**config.mk**
```make
export PLATFORM = sky130hd
export DESIGN_NAME = timing_sequencer
export DESIGN_NICKNAME = d
export VERILOG_FILES = /design/src/rtl/timing_seq_pkg.sv /design/src/rtl/onehot_decoder.sv /design/src/rtl/timing_sequencer.sv
export SDC_FILE = /design/constraint.sdc
export NUM_CORES = 1
export LEC_CHECK = 0
export BUFFER_PORTS_ARGS = -buffer_cell sky130_fd_sc_hd__buf_4
export CAP_MARGIN = 0
export CORE_ASPECT_RATIO = 1.5
export CORE_UTILIZATION = 45
export CTS_BUF_LIST = sky130_fd_sc_hd__clkbuf_16
export DETAILED_ROUTE_END_ITERATION = 12
export PLACE_DENSITY = 0.74
export SLEW_MARGIN = 20
export SYNTH_ARGS = -nofsm -noshare
export SYNTH_HDL_FRONTEND = slang
export SYNTH_SLANG_ARGS = --single-unit
```
**constraint.sdc**
```tcl
create_clock -name clk -period 2.01 [get_ports clk]
set_clock_uncertainty 0.2 [all_clocks]
set_input_delay 0.1005 -clock clk [delete_from_list [all_inputs] [get_ports clk]]
set_output_delay 0.1005 -clock clk [all_outputs]
set_load 0.02 [all_outputs]
```
**src/rtl/timing_seq_pkg.sv**
```systemverilog
// Shared definitions for the timing sequencer: state encoding, defaults, clamp helper.
package timing_seq_pkg;

  localparam logic [1:0] ST_IDLE = 2'd0;
  localparam logic [1:0] ST_RUN  = 2'd1;
  localparam logic [1:0] ST_DONE = 2'd2;

  typedef enum logic [1:0] {
    IDLE = ST_IDLE,
    RUN  = ST_RUN,
    DONE = ST_DONE
  } state_e;

  localparam int DEF_NUM_STEPS = 8;
  localparam int DEF_CNT_W     = 8;

  // Limit a requested final step index to the last step that physically exists.
  function automatic int unsigned clamp_step(input int unsigned idx, input int unsigned n);
    return (idx > n - 1) ? n - 1 : idx;
  endfunction

endpackage

```
**src/rtl/onehot_decoder.sv**
```systemverilog
// One-hot decode of an index; all zero when disabled.
module onehot_decoder #(
  parameter int N  = 8,
  parameter int IW = $clog2(N)
) (
  input  logic [IW-1:0] idx_i,
  input  logic          en_i,
  output logic [N-1:0]  oh_o
);

  // One compare per output bit.
  for (genvar i = 0; i < N; i++) begin : g_bit
    assign oh_o[i] = en_i && (idx_i == IW'(i));
  end

endmodule

```
**src/rtl/timing_sequencer.sv**
```systemverilog
// Programmable one-hot timing generator with start/abort, clear, stall,
// single-pass or continuous mode and a saturating completed-pass counter.
module timing_sequencer
  import timing_seq_pkg::*;
#(
  parameter  int NUM_STEPS = DEF_NUM_STEPS,
  parameter  int CNT_W     = DEF_CNT_W,
  localparam int QW        = $clog2(NUM_STEPS)
) (
  input  logic                 clk,
  input  logic                 reset,
  input  logic                 start,
  input  logic [QW-1:0]        last_step,
  input  logic                 wrap,
  input  logic                 clr,
  input  logic                 hold,
  input  logic                 abort,
  output logic [QW-1:0]        Q,
  output logic [NUM_STEPS-1:0] T,
  output logic                 step_last,
  output logic                 done,
  output logic                 busy,
  output logic [CNT_W-1:0]     pass_cnt
);

  localparam logic [QW-1:0] LAST_MAX = QW'(NUM_STEPS - 1);

  state_e           state_q, state_d;
  logic [QW-1:0]    q_q, q_d;
  logic [QW-1:0]    last_q, last_d;
  logic             wrap_q, wrap_d;
  logic [CNT_W-1:0] cnt_q, cnt_d;
  logic [QW-1:0]    last_clamped;

  assign last_clamped = QW'(clamp_step(32'(last_step), NUM_STEPS));

  // Next-state: FSM, step index, latched config and pass counter.
  always_comb begin
    state_d = state_q;
    q_d     = q_q;
    last_d  = last_q;
    wrap_d  = wrap_q;
    cnt_d   = cnt_q;
    unique case (state_q)
      IDLE: begin
        if (start) begin
          state_d = RUN;
          q_d     = '0;
          cnt_d   = '0;
          last_d  = last_clamped;
          wrap_d  = wrap;
        end
      end
      RUN: begin
        if (abort) begin
          state_d = IDLE;
          q_d     = '0;
        end else if (clr) begin
          q_d = '0;
        end else if (!hold) begin
          if (q_q == last_q) begin
            // Pass completes as Q leaves the last step.
            if (cnt_q != '1) cnt_d = cnt_q + 1'b1;
            q_d = '0;
            if (!wrap_q) state_d = DONE;
          end else begin
            q_d = q_q + 1'b1;
          end
        end
      end
      DONE: begin
        // Abort has the same effect as the normal DONE->IDLE exit.
        if (start && !abort) begin
          state_d = RUN;
          q_d     = '0;
          cnt_d   = '0;
          last_d  = last_clamped;
          wrap_d  = wrap;
        end else begin
          state_d = IDLE;
        end
      end
      default: begin
        state_d = IDLE;
        q_d     = '0;
      end
    endcase
  end

  // State registers with synchronous reset.
  always_ff @(posedge clk) begin
    if (reset) begin
      state_q <= IDLE;
      q_q     <= '0;
      last_q  <= LAST_MAX;
      wrap_q  <= 1'b0;
      cnt_q   <= '0;
    end else begin
      state_q <= state_d;
      q_q     <= q_d;
      last_q  <= last_d;
      wrap_q  <= wrap_d;
      cnt_q   <= cnt_d;
    end
  end

  assign Q         = q_q;
  assign busy      = (state_q == RUN);
  assign done      = (state_q == DONE);
  assign step_last = busy && (q_q == last_q);
  assign pass_cnt  = cnt_q;

  onehot_decoder #(.N(NUM_STEPS), .IW(QW)) u_dec (
    .idx_i (q_q),
    .en_i  (busy),
    .oh_o  (T)
  );

endmodule

```
## After elaboration in Yosys (flattened, before gate mapping)

Cells that the tools add are included.
Widths: inputs -> output; s select.

| storage, ports and cells | value |
|---|---|
| logic and storage cells | 78 |
| bits in registers | 17 |
| output and inout bits | 22 |

| cells by class | value |
|---|---|
| eq/ne operators | 23 |
| mux-type cells | 29 |
| reduce and logical (&&, ||, !) cells | 19 |
| add/subtract/negate cells | 2 |

Operator list:

| operator | count |
|---|---|
| $mux 8 | 7 |
| $mux 3 | 8 |
| $pmux 8 s3 | 1 |
| $eq 3x3->1 const B | 4 |
| $mux 2 | 6 |
| $logic_and 1x1->1 | 10 |
| $ne 3x3->1 const B | 3 |
| $pmux 3 s3 | 1 |
| $add 8x1->8 const B | 1 |
| $ne 2x2->1 const B | 4 |
| $ne 8x8->1 const B | 1 |
| $reduce_and 8->1 | 1 |
| $eq 3x2->1 const B | 2 |
| $ne 2x1->1 const B | 3 |
| $pmux 2 s3 | 1 |
| $pmux 3 s2 | 1 |
| $reduce_and 3->1 | 2 |
| $reduce_and 5->1 | 1 |
| $ne 4x4->1 const B | 1 |
| $add 3x1->3 const B | 1 |
| $eq 3x1->1 const B | 1 |
| $eq 3x3->1 | 1 |
| $logic_not 3->1 | 1 |
| $mux 1 | 3 |
| 8 further kinds | 8 |

## Longest topological paths before layout

Gate-level depths: netlist of the first run.

| depth | value |
|---|---|
| depth in word-level cells | 7 |
| gate-level depth with buffers | 6 |

## Hierarchy

Synthesis of the first run repeated with hierarchy kept, for this count alone.

| second synthesis, totals | value |
|---|---|
| cell total of the unflattened synthesis | 119 |
| area total of the unflattened synthesis | 1117.3 um^2 |

Modules (own cells, without submodules):

| module | sequential area each (um^2) | cells an instance | area an instance (um^2) | times used |
|---|---|---|---|---|
| timing_sequencer | 340.3 | 111 | 1021.0 | 1 |
| onehot_decoder | 0.0 | 8 | 96.3 | 1 |

## Worst setup path after synthesis of the first run

No wires, ideal clock.

| timing path | value |
|---|---|
| path type | reg2reg |
| from | reg state_q[0] |
| to | reg cnt_q[7] (netlist: pass_cnt[7]) |
| period minus slack after synthesis | 2.011 ns |
| stages on the path, launching flop included | 7 |
| buffers on the path | 2 |
| arrival | 1.725 ns |
| setup slack | -0.001 ns |
| required time | 1.724 ns |
| path through | dfxtp_1 or4b_1 buf_2 o22a_1 buf_6 or2_1 a221oi_2 |

| on the way | value |
|---|---|
| word-level cells in the longest chain between the ends | 3 |

Ends and longest elaborated chain:

| item | line | text |
|---|---|---|
| from (decl) | timing_sequencer.sv:28 | `state_e state_q, state_d;` |
| from (signal assigned) | timing_sequencer.sv:99 | `state_q <= state_d;` |
| $eq 2x1->1 (tied with other cells) | timing_sequencer.sv:44 | `unique case (state_q)` |
| $ne 2x1->1 (no source line) (tied with other cells) | n/a |  |
| $reduce_and 8->1 (no source line) | n/a |  |
| to (signal assigned) | timing_sequencer.sv:103 | `cnt_q <= cnt_d;` |
| to (decl) | timing_sequencer.sv:32 | `logic [CNT_W-1:0] cnt_q, cnt_d;` |

Parallel ways exist; a longest one is shown, timed or not.
A chain may end at the register's enable or synchronous reset.

## Worst setup path after layout of the first run

| timing path | value |
|---|---|
| from | reg state_q[0] |
| to | out T[6] |

| on the way | value |
|---|---|
| word-level cells in the longest chain between the ends | 2 |

Ends and longest elaborated chain:

| item | line | text |
|---|---|---|
| $eq 2x1->1 | timing_sequencer.sv:108 | `assign busy = (state_q == RUN);` |
| $logic_and 1x1->1 | onehot_decoder.sv:13 | `assign oh_o[i] = en_i && (idx_i == IW'(i));` |
| to (decl) | timing_sequencer.sv:19 | `output logic [NUM_STEPS-1:0] T,` |

No other way between the ends.

==> summary.txt, run 1 <==
Flow run
  • Max-capacitance violation count: 0

Floorplan
  • Number of primary I/O pins: 32
  • Site Rows: 21
  • Initial cell density of the core: 48.01%
  • Die width: 42.09 µm
  • Overall die height: between 60 and 70 µm
  • Core area: 2260 µm²
  • Die Footprint: roughly 2600 µm²

Place
  • Port Buffers: 31
  • Post-Place Cells: about 190
  • Cell area after placement: between 1000 and 1500 µm²
  • GPL Wtd Cong: around 0.87
  • Detailed Place HPWL: 2283 µm
  • Dpl ws: roughly 0.051 ns

Clock network
  • H-tree depth: 1
  • Largest buffer count on any clock path: 2
  • Number of clock sinks: 17
  • Buffer count from post-CTS setup fixing: 0
  • TritonCTS clock tree: done
  • Number of buffers added by the clock tree synthesis step: 3
  • Clk_lat worst skew: between 0.2 and 0.3 ns
  • CTS clk-pin slew, worst paths: roughly 0.050 ns
  • Clock tree root buffer cell: sky130_fd_sc_hd__clkbuf_16

Cells and area
  • Share of the core filled with cells: 70.99%
  • Final Instance Area: around 1600 µm²
  • Most frequent standard cell in the layout excluding fill and tap cells: sky130_fd_sc_hd__buf_4
  • Leading cell types in the layout, fill and taps excluded: sky130_fd_sc_hd__buf_4, sky130_fd_sc_hd__dfxtp_1, sky130_fd_sc_hd__nand3_1
  • Ant diodes: 0
  • Final #Nets: about 200
  • Layout cell share with drive strength beyond 1: between 30% and 40%
  • Area Overhead vs Synth: 47.87%
  • Number of non-filler instances in the completed layout: between 200 and 250

Synth
  • Area share of xor/xnor cells in the synthesized design: 2.422%
  • Cells taking the most area after synthesis: sky130_fd_sc_hd__dfxtp_1, sky130_fd_sc_hd__ha_1, sky130_fd_sc_hd__nand3_1
  • Adder and majority cell fraction of the synthesized area: ~8.1%
  • Proportion of synthesized area in mux cells: between 1.5 and 2%
  • Count of unique library cells instantiated by Yosys: 42
  • Yosys top cell area share: 31.37%
  • FF+latch count, synth: 17
  • Syn Inst Count: approximately 130
  • Post-Synth Simple-Gate Area: about 31%
  • Synth Area in Compound Gates: between 10% and 20%
  • Largest family of logic cells by synthesized area: simple AND/OR/NAND/NOR gates
  • Cell type with the highest aggregate area in the netlist: sky130_fd_sc_hd__dfxtp_1
  • Post-Syn Area per Cell: about 8.2 µm²
  • Warning count from the yosys run: 0
  • Syn Nets: 150
  • Sequential area share after synthesis: 31.37%
  • Cell Area, Synth: 1085 µm²

Power
  • Worst ir drop on vdd: ~0.0008 V
  • Power per cell area: ~560 nW/µm²
  • Design Power: 903.3 µW
  • Leakage power figure: ~0.73 nW

GRT
  • Global-route usage over all layers: 25.95%
  • Vias in the first global route: 1,230
  • Antenna violations before repair: 0
  • Global-route wire length before repair: 5416 µm
  • Maximum number of pins on one net before global-route repair: 13
  • Grt total ovfl: 0

Timing
  • Post-route clock period utilization: a little over nine tenths
  • Period minus WS final: ~1.9 ns
  • Relative slew slack: 74.46%
  • Final-report max-slew violation count: 0
  • Slew at the pin with the worst max-slew slack: 0.3814 ns
  • Setup TNS: 0 ns
  • Fmax: approximately 510 MHz
  • RSZ-0062 raised after global routing: no
  • Min Hold Slack: between 0.004 and 0.005 ns
  • Endpoints failing setup: 0
  • Slack of the critical path: 0.06539 ns
  • Final hold viol count: 0

Route
  • DR iter-0 viols: 27
  • Residual DRC: 0
  • Vias per inst: about 6.0
  • Number of iterations in the first detailed-routing pass: 4
  • Overall routed net length: 3309 µm
  • DRT antenna net count: 0
  • Total vias in the final route: 1,236
  • Post-DR wirelength/cell: 16.06 µm

Worst setup path
  • Maximum fanout count along the critical path: 11
  • Startpoint-to-endpoint class of the critical path: flop to output pin
  • Required time of the worst setup path: around 1.7 ns
  • Arrival time at the worst endpoint: between 1.5 and 2 ns
  • Category of the worst setup path launch point: flop
  • Reg2reg setup slack: roughly 0.1 ns
  • Sort of element at the end of the critical path: output pin

Outcome
  • Outcome: complete, no violations

Min path
  • Hold Path Class: input port to flop
repair_timing:
| action | CTS | global route |
|---|---|---|
| hold buffers | 8 | 0 |
| endpoints found under the hold margin | 11 | 0 |
| pin swaps | 0 | 1 |
| gates cloned | 0 | 0 |
| setup endpoints to repair | 1 | 11 |
| gates resized for setup | 1 | 7 |
power by group:
part / internal (mW) / leakage, nW / switching, mW
registers: 0.348 / 0.139 / 0.00864
logic: 0.0667 / 0.552 / 0.0735
clock network: 0.267 / 0.0409 / 0.140
final timing paths:
| kind | end | from | cells past startpoint |
|---|---|---|---|
| max | T[6] | state_q[0] | 6 |
| min | state_q[1] | clr | 3 |
| max reg2reg | pass_cnt[7] | state_q[1] | 4 |
| min reg2reg | last_q[0] | last_q[0] | 2 |
synth_stat cells:
master and instances:
sky130_fd_sc_hd__o221a_1 1, sky130_fd_sc_hd__a21bo_2 1, sky130_fd_sc_hd__nor3_2 1, sky130_fd_sc_hd__a311o_1 1
sky130_fd_sc_hd__o311ai_0 2, sky130_fd_sc_hd__a31oi_1 4, sky130_fd_sc_hd__o21ai_0 4, sky130_fd_sc_hd__or4b_1 1
sky130_fd_sc_hd__a31o_2 1, sky130_fd_sc_hd__o21ai_1 3, sky130_fd_sc_hd__a21oi_1 3, sky130_fd_sc_hd__or4_1 1
sky130_fd_sc_hd__nand4_1 3, sky130_fd_sc_hd__nor4b_1 1, sky130_fd_sc_hd__dfxtp_1 17, sky130_fd_sc_hd__or2_1 1
sky130_fd_sc_hd__or2b_1 1, sky130_fd_sc_hd__o31ai_1 1, sky130_fd_sc_hd__o2bb2ai_1 1, sky130_fd_sc_hd__o41ai_1 1
sky130_fd_sc_hd__nand4b_1 1, sky130_fd_sc_hd__ha_1 7, sky130_fd_sc_hd__a221oi_2 1, sky130_fd_sc_hd__mux2i_1 2
sky130_fd_sc_hd__buf_2 1, sky130_fd_sc_hd__buf_6 1, sky130_fd_sc_hd__inv_1 10, sky130_fd_sc_hd__xnor2_1 3
sky130_fd_sc_hd__o22a_1 1, sky130_fd_sc_hd__nor2_1 8, sky130_fd_sc_hd__clkbuf_1 4, sky130_fd_sc_hd__a22oi_1 1
sky130_fd_sc_hd__nand3_1 14, sky130_fd_sc_hd__a41oi_1 1, sky130_fd_sc_hd__and4_1 2, sky130_fd_sc_hd__nand2_1 8
sky130_fd_sc_hd__and2b_1 1, sky130_fd_sc_hd__nor3_1 2, sky130_fd_sc_hd__o21a_1 1, sky130_fd_sc_hd__and2_1 2
sky130_fd_sc_hd__and3_1 11, sky130_fd_sc_hd__nor4_1 2
kinds of logic after synthesis:
group	count (synthesis)
simple gates	60
compound gates	28
flops	17
buf+inv	16
fa+ha+maj	7
xor+xnor	3
mux	2
per-layer routing:
metal  track usage [%]  vias to the layer above  wire length [µm]
li1                  -                      594                 -
met1             26.71                      585              1226
met2             49.22                       45              1842
met3             4.651                       12               145
met4             10.94                        0                95
met5                 0                        -                 0
worst max-delay path: stages, from the launching register on:
cell	delay, ns
sky130_fd_sc_hd__dfxtp_2	0.32
sky130_fd_sc_hd__buf_4	0.16
sky130_fd_sc_hd__or2b_4	0.31
sky130_fd_sc_hd__inv_2	0.11
sky130_fd_sc_hd__buf_4	0.17
sky130_fd_sc_hd__and3_1	0.18
sky130_fd_sc_hd__buf_4	0.14
state kept, by name (all words and copies together), names as in the netlist:
name,flops
pass_cnt,8
Q,3
last_q,3
state_q,2
wrap_q,1
final cells by class:
cell class / instances / area (µm²)
repair buffers: 52 / 410.4
clock buffers: 3 / 75.07
flip-flops and latches: 17 / 341.6
clock inverters: 1 / 5.005
multi-input cells: 100 / 705.7
inverters: 10 / 37.54
fillers: 188 / 655.6
well taps: 23 / 28.78
Power figures use the tool's default switching activity.
==> run 2: changes to the inputs <==
--- a/config.mk
+++ b/config.mk
@@ -7,11 +7,13 @@
 export LEC_CHECK = 0
 export BUFFER_PORTS_ARGS = -buffer_cell sky130_fd_sc_hd__buf_4
 export CAP_MARGIN = 0
+export CELL_PAD_IN_SITES_DETAIL_PLACEMENT = 0
+export CELL_PAD_IN_SITES_GLOBAL_PLACEMENT = 1
 export CORE_ASPECT_RATIO = 1.5
-export CORE_UTILIZATION = 45
+export CORE_UTILIZATION = 33
 export CTS_BUF_LIST = sky130_fd_sc_hd__clkbuf_16
 export DETAILED_ROUTE_END_ITERATION = 12
-export PLACE_DENSITY = 0.74
+export PLACE_DENSITY_LB_ADDON = 0.1
 export SLEW_MARGIN = 20
 export SYNTH_ARGS = -nofsm -noshare
 export SYNTH_HDL_FRONTEND = slang
==> run 2 against run 1 <==
  * Maximum frequency increased by 1.9%
  * Sequential cell count did not move
  * First-iteration DRC count shrank 7.4%
  * Combinational power fell by 4%
  * Power is 1.4% lower
  * Hold slack better by 0.018 ns
  * Count of clock-buffer cells in the layout stayed put
  * Utilization down 19 points
  * Sequential power about the same
  * Final area is 1.3% higher
==> summary.txt, run 2 (same netlist as run 1, synthesis figures left out) <==
Outcome
  • Outcome: complete, no violations

Timing
  • Post-route clock period utilization: 94.93% (-1.8 points)
  • Final hold viol count: 0 (unchanged)
  • Period minus WS final: 1.908 ns (-0.03656 ns)
  • Final-report max-slew violation count: 0 (unchanged)
  • RSZ-0062 raised after global routing: no
  • Fmax: 524.1 MHz (+1.9%)
  • Slew at the pin with the worst max-slew slack: 0.3872 ns (+0.005823 ns)
  • Endpoints failing setup: 0 (unchanged)
  • Slack of the critical path: 0.1019 ns (+0.03656 ns)
  • Relative slew slack: 74.07% (-0.39 points)

Route
  • Residual DRC: 0 (unchanged)
  • DRT antenna net count: 0 (unchanged)
  • Vias per inst: 5.379 (-10%)
  • Total vias in the final route: 1,205 (-2.5%)
  • Number of iterations in the first detailed-routing pass: 4 (unchanged)
  • Post-DR wirelength/cell: 14.24 µm (-11%)
  • DR iter-0 viols: 25 (-7.4%)
  • Overall routed net length: 3190 µm (-3.6%)

GRT
  • Global-route usage over all layers: 19.52% (-6.4 points)
  • Antenna violations before repair: 0 (unchanged)
  • Maximum number of pins on one net before global-route repair: 13 (unchanged)
  • Met3 usage: 2.096% (-2.6 points)
  • Met1 Use GR: 18.77% (-7.9 points)
  • Met2 global-route usage: 37.50% (-12 points)
  • Grt total ovfl: 0 (unchanged)
  • Global-route wire length before repair: 5257 µm (-2.9%)
  • Vias in the first global route: 1,231 (+0.081%)
  • Most heavily used metal layer in global routing: met2

Worst setup path
  • Arrival time at the worst endpoint: 1.61 ns (-0.03 ns)
  • Cell class contributing the biggest share of worst-path delay: buffers and inverters
  • Sort of element at the end of the critical path: output pin
  • Cell occurring most often along the worst timing path: sky130_fd_sc_hd__buf_4
  • Required time of the worst setup path: 1.71 ns (about the same)
  • Library cell contributing the largest single delay on the critical path: sky130_fd_sc_hd__dfxtp_2
  • Combined buffer and inverter count along the critical path: 4 (unchanged)
  • Category of the worst setup path launch point: flop
  • Startpoint-to-endpoint class of the critical path: flop to output pin
  • Crit path largest cell delay: 0.31 ns (about the same)
  • Cells along the critical path: buf_4, or2b_4, inv_2, buf_4, and3_1, buf_4
  • Maximum fanout count along the critical path: 11 (unchanged)

Place
  • GPL Wtd Cong: 0.8269 (-4.7%)
  • Dpl ws: -0.005959 ns (-0.05716 ns)
  • Port Buffers: 31 (unchanged)
  • Detailed Place HPWL: 2447 µm (+7.2%)

Cells and area
  • Final #Nets: 202 (+0.50%)
  • Area Overhead vs Synth: 49.83%
  • Layout cell share with drive strength beyond 1: 32.07% (-0.18 points)
  • Leading cell types in the layout, fill and taps excluded: sky130_fd_sc_hd__buf_4, sky130_fd_sc_hd__dfxtp_1, sky130_fd_sc_hd__nand3_1
  • Most frequent standard cell in the layout excluding fill and tap cells: sky130_fd_sc_hd__buf_4
  • Ant diodes: 0 (unchanged)
  • Number of flip-flops under the largest register name: 8 (unchanged)

Clock network
  • Clock tree root buffer cell: sky130_fd_sc_hd__clkbuf_16
  • Clk_lat worst skew: 0.25 ns (about the same)
  • H-tree depth: 1 (unchanged)
  • CTS clk-pin slew, worst paths: 0.05 ns (about the same)
  • Number of clock sinks: 17 (unchanged)
  • Largest buffer count on any clock path: 2 (unchanged)
  • TritonCTS clock tree: done
  • Number of buffers added by the clock tree synthesis step: 3 (unchanged)

Power
  • Design Power: 890.8 µW (-1.4%)
  • Leakage power figure: 0.7333 nW (+0.30%)
  • Worst ir drop on vdd: 0.0003579 V (-55%)
  • Power per cell area: 548.1 nW/µm² (-2.7%)

Floorplan
  • Overall die height: 72.22 µm (+16%)
  • Initial cell density of the core: 34.68% (-13 points)
  • Die Footprint: 3525 µm² (+35%)
  • Die width: 48.82 µm (+16%)
  • Site Rows: 25 (+19%)
  • Core area: 3128 µm² (+38%)
  • Number of primary I/O pins: 32 (unchanged)

Min path
  • Hold Path Class: input port to flop

Flow run
  • Max-capacitance violation count: 0 (unchanged)
run 2: cell count changes in the layout (fill, tap and decap cells not counted):
cell	change
sky130_fd_sc_hd__buf_4	+1
sky130_fd_sc_hd__nor2_1	+1
sky130_fd_sc_hd__nor2_4	-1
sky130_fd_sc_hd__nor4b_1	+1
sky130_fd_sc_hd__nor4b_2	-1
sky130_fd_sc_hd__o2bb2ai_1	-1
sky130_fd_sc_hd__o2bb2ai_2	+1
run 2: report_power, final:
| group | total, mW | switching [mW] | internal, mW |
|---|---|---|---|
| Sequential | 0.356 | 0.00846 | 0.348 |
| Combinational | 0.134 | 0.0672 | 0.0670 |
| Clock | 0.400 | 0.134 | 0.266 |
run 2: routing by layer:
layer / share of wire (%) / wire length [µm]
met1: 39 / 1248
met2: 55 / 1743
met3: 2.8 / 89
met4: 3.4 / 108
met5: 0 / 0
run 2: worst paths after layout:
path	startpoint	endpoint	slack [ns]	depth (start not counted)
min reg2reg	last_q[0]	last_q[0]	0.30	2
max	state_q[0]	T[5]	0.10	6
max reg2reg	state_q[1]	pass_cnt[7]	0.11	4
min	hold	state_q[0]	0.02	3
run 2: what timing repair did:
action                                  4_1_cts  5_1_grt
buffers inserted                              0        0
endpoints found under the hold margin        11        0
pin swaps                                     0        1
resized for setup                             2        4
cloned                                        0        0
hold buffers                                  8        0
endpoints found under the setup margin        8        9
run 2: worst reg2reg max path, stage by stage (launching register included):
cell                       delay, ns
sky130_fd_sc_hd__dfxtp_1        0.33
sky130_fd_sc_hd__or4b_4         0.57
sky130_fd_sc_hd__o22a_4         0.24
sky130_fd_sc_hd__or2_1          0.23
sky130_fd_sc_hd__a221oi_2       0.26
run 2: stage by stage:
| step | instance area [µm²] | TNS [ns] | instances | utilization (%) | hold WS (ns) |
|---|---|---|---|---|---|
| global placement | 1443 | 0 | 212 | 46.12 | 0.1109 |
| CTS | 1604 | 0 | 224 | 51.28 | 0.01984 |
| global route | 1625 | 0 | 224 | 51.96 | 0.04925 |
| finish | 1625 | 0 | 224 | 51.96 | 0.02304 |
| detailed placement | 1443 | -0.005959 | 212 | 46.12 | 0.1154 |
| floorplan | 1086 | 0 | 133 | - | 0.02465 |
run 2: final cells by class:
cell class                      instances  area [µm²]
Multi-Input combinational cell        100       698.2
Tap cell                               40       50.05
Clock inverter                          1       5.005
Clock buffer                            3       75.07
Inverter                               10       37.54
Fill cell                             327        1503
Sequential cell                        17       341.6
Timing Repair Buffer                   53       417.9
==> run 3: changes to the inputs <==
==> constraint.sdc (replaced) <==
create_clock -name clk -period 2.01 [get_ports clk]
set_clock_uncertainty 0.2 [all_clocks]
set_input_delay 0.402 -clock clk [delete_from_list [all_inputs] [get_ports clk]]
set_output_delay 0.402 -clock clk [all_outputs]
set_load 0.02 [all_outputs]
==> run 3 against run 2 <==
  * Sequential power about the same
  * Final area decreased by 4.8%
  * Utilization fell by 2.5 points
  * Sequential share of layout area is 1.4 points higher
  * Routed wire length shrank 3.6%
  * Final cell count fell by 4.5%
  * Global-route usage shrank 0.50 points
  * Die area is the same
  * Power fell by 0.92%
  * Critical path depth fell by 2
  * Register-to-register slack about the same
  * Critical path type unchanged
  * Largest power group unchanged
  * Highest routed layer unchanged
==> summary.txt, run 3 (same netlist as run 1, synthesis figures left out) <==
Timing
  • RSZ-0062 raised after global routing: no
  • Final-report max-slew violation count: 0 (unchanged)
  • Final hold viol count: 0 (unchanged)
  • Relative slew slack: 70.07% (-4.0 points)
  • Slew at the pin with the worst max-slew slack: 0.4469 ns (+0.05972 ns)
  • Fmax: 522.4 MHz (-0.32%)
  • Post-route clock period utilization: 95.23% (+0.31 points)
  • Endpoints failing setup: 0 (unchanged)
  • Period minus WS final: 1.914 ns (+0.006156 ns)

Worst setup path
  • Sort of element at the end of the critical path: output pin
  • Required time of the worst setup path: 1.41 ns (-0.30 ns)
  • Reg2reg setup slack: 0.1 ns (about the same)
  • Arrival time at the worst endpoint: 1.31 ns (-0.30 ns)
  • Category of the worst setup path launch point: flop
  • Worst R2R Start: state_q[1]
  • Startpoint-to-endpoint class of the critical path: flop to output pin
  • Maximum fanout count along the critical path: 14 (+3)
  • Critical register-to-register path endpoint: pass_cnt[7]
  • Path depth of the worst reg2reg path: 4 (unchanged)

Clock network
  • H-tree depth: 1 (unchanged)
  • CTS clk-pin slew, worst paths: 0.05 ns (about the same)
  • Clk_lat worst skew: 0.25 ns (about the same)
  • Clock tree root buffer cell: sky130_fd_sc_hd__clkbuf_16
  • Number of clock sinks: 17 (unchanged)
  • Number of buffers added by the clock tree synthesis step: 3 (unchanged)
  • Hold buffers post-CTS: 0 (-8)
  • Buffer count from post-CTS setup fixing: 0 (unchanged)
  • TritonCTS clock tree: done
  • Largest buffer count on any clock path: 2 (unchanged)

Place
  • Cell area after placement: 1426 µm² (-1.1%)
  • Detailed Place HPWL: 2420 µm (-1.1%)
  • GPL Wtd Cong: 0.8962 (+8.4%)
  • Port Buffers: 31 (unchanged)

Min path
  • Instance count along the most critical hold path: 3 (unchanged)
  • Hold Path Class: input port to flop
  • Capture endpoint of the worst hold path: last_q[1]
  • Start point of the worst hold path: last_step[1]

Cells and area
  • Final #Nets: 192 (-5.0%)
  • Leading cell types in the layout, fill and taps excluded: sky130_fd_sc_hd__buf_4, sky130_fd_sc_hd__nand3_1, sky130_fd_sc_hd__dfxtp_1
  • Most frequent standard cell in the layout excluding fill and tap cells: sky130_fd_sc_hd__buf_4
  • Ant diodes: 0 (unchanged)
  • Number of flip-flops under the largest register name: 8 (unchanged)
  • Combined area of the multi-input logic cells: 708.2 µm² (+1.4%)
  • Layout cell share with drive strength beyond 1: 35.63% (+3.6 points)
  • Storage element area: 346.6 µm² (+1.5%)
  • Final Instance Area: 1548 µm² (-4.8%)
  • Number of fill cells: 336 (+2.8%)
  • Area Overhead vs Synth: 42.68%

Route
  • DRT met1 WL: 1161 µm (-7.0%)
  • Residual DRC: 0 (unchanged)
  • Met2 WL: 1742 µm (about the same)
  • Total vias in the final route: 1,160 (-3.7%)
  • Number of iterations in the first detailed-routing pass: 4 (unchanged)
  • Uppermost routed layer: met4
  • Post-DR wirelength/cell: 14.37 µm (+0.90%)
  • Total met3 wirelength after detailed routing: 97 µm (+9.0%)
  • DRT antenna net count: 0 (unchanged)
  • Overall routed net length: 3075 µm (-3.6%)
  • Vias per inst: 5.421 (+0.76%)
  • DR iter-0 viols: 28 (+12%)

Floorplan
  • Number of primary I/O pins: 32 (unchanged)
  • Initial cell density of the core: 34.68% (unchanged)
  • Die width: 48.82 µm (unchanged)
  • Overall die height: 72.22 µm (unchanged)
  • Site Rows: 25 (unchanged)
  • Die Footprint: 3525 µm² (unchanged)
  • Core area: 3128 µm² (unchanged)

GRT
  • Maximum number of pins on one net before global-route repair: 15 (+2)
  • Global-route usage over all layers: 19.02% (-0.50 points)
  • Global-route wire length before repair: 5175 µm (-1.6%)
  • Grt total ovfl: 0 (unchanged)
  • Antenna violations before repair: 0 (unchanged)
  • Vias in the first global route: 1,120 (-9.0%)

Power
  • Worst ir drop on vdd: 0.0004440 V (+24%)
  • Leakage power figure: 0.7019 nW (-4.3%)
  • Power per cell area: 570.3 nW/µm² (+4.0%)
  • Design Power: 882.6 µW (-0.92%)

Outcome
  • Outcome: complete, no violations

Flow run
  • Max-capacitance violation count: 0 (unchanged)
==> run 3: cell count changes in the layout (fill, tap and decap cells not counted), sizes merged <==
cell         change
buf              -2
dlygate4sd3      -8
==> run 3: how the worst max path moves through the flow <==
| stage | slack, ns | to | cells after the start | from |
|---|---|---|---|---|
| after floorplan | -0.04 | pass_cnt[7] | 6 | abort |
| after global placement | -0.13 | pass_cnt[7] | 5 | abort |
| after detailed placement | -0.18 | pass_cnt[7] | 5 | abort |
| after CTS | 0.006 | pass_cnt[7] | 4 | state_q[1] |
| after global routing | 0.007 | step_last | 4 | Q[2] |
| final | 0.1 | T[4] | 4 | state_q[0] |
==> run 3: timing repair <==
action	in CTS	in global routing
endpoints found under the hold margin	0	0
setup endpoints to repair	9	12
pin swaps	0	0
gates cloned	0	0
resized for setup	4	9
==> run 3: critical path: stages (launching register included) <==
cell,delay (ns)
sky130_fd_sc_hd__dfxtp_2,0.35
sky130_fd_sc_hd__or2b_1,0.28
sky130_fd_sc_hd__inv_4,0.13
sky130_fd_sc_hd__and3_1,0.17
sky130_fd_sc_hd__buf_4,0.14
==> run 3: routing by layer <==
layer,up-vias,track usage [%]
met3,6,2.516
met4,0,11.44
li1,577,-
met2,28,36.11
met5,-,0
met1,549,19.49
==> run 3: layout make-up <==
| type | count | area share, % |
|---|---|---|
| multi-input combinational | 100 | 45.76 |
| timing repair buffer | 43 | 20.86 |
| tap | 40 | 3.234 |
| clock inverter | 1 | 0.3234 |
| clock buffer | 3 | 4.850 |
| sequential | 17 | 22.39 |
| inverter | 10 | 2.587 |
==> run 3: through the flow <==
step,instances,setup slack (ns),hold slack (ns),util (%),setup TNS [ns]
finish,214,0.09579,0.1615,49.48,0
global route,214,0.007360,0.1653,49.48,0
CTS,214,0.005953,0.1604,48.40,0
detailed placement,210,-0.1804,0.3042,45.60,-0.7596
global placement,210,-0.1313,0.2934,45.60,-0.6861
floorplan,133,-0.03938,0.2765,-,-0.03938
==> run 3: report_power, final <==
| part | internal, mW | total (mW) | leakage, nW | switching [mW] |
|---|---|---|---|---|
| clock | 0.266 | 0.398 | 0.0409 | 0.132 |
| combinational | 0.0594 | 0.126 | 0.520 | 0.0665 |
| sequential | 0.348 | 0.358 | 0.141 | 0.0105 |
| total | 0.673 | 0.883 | 0.702 | 0.209 |
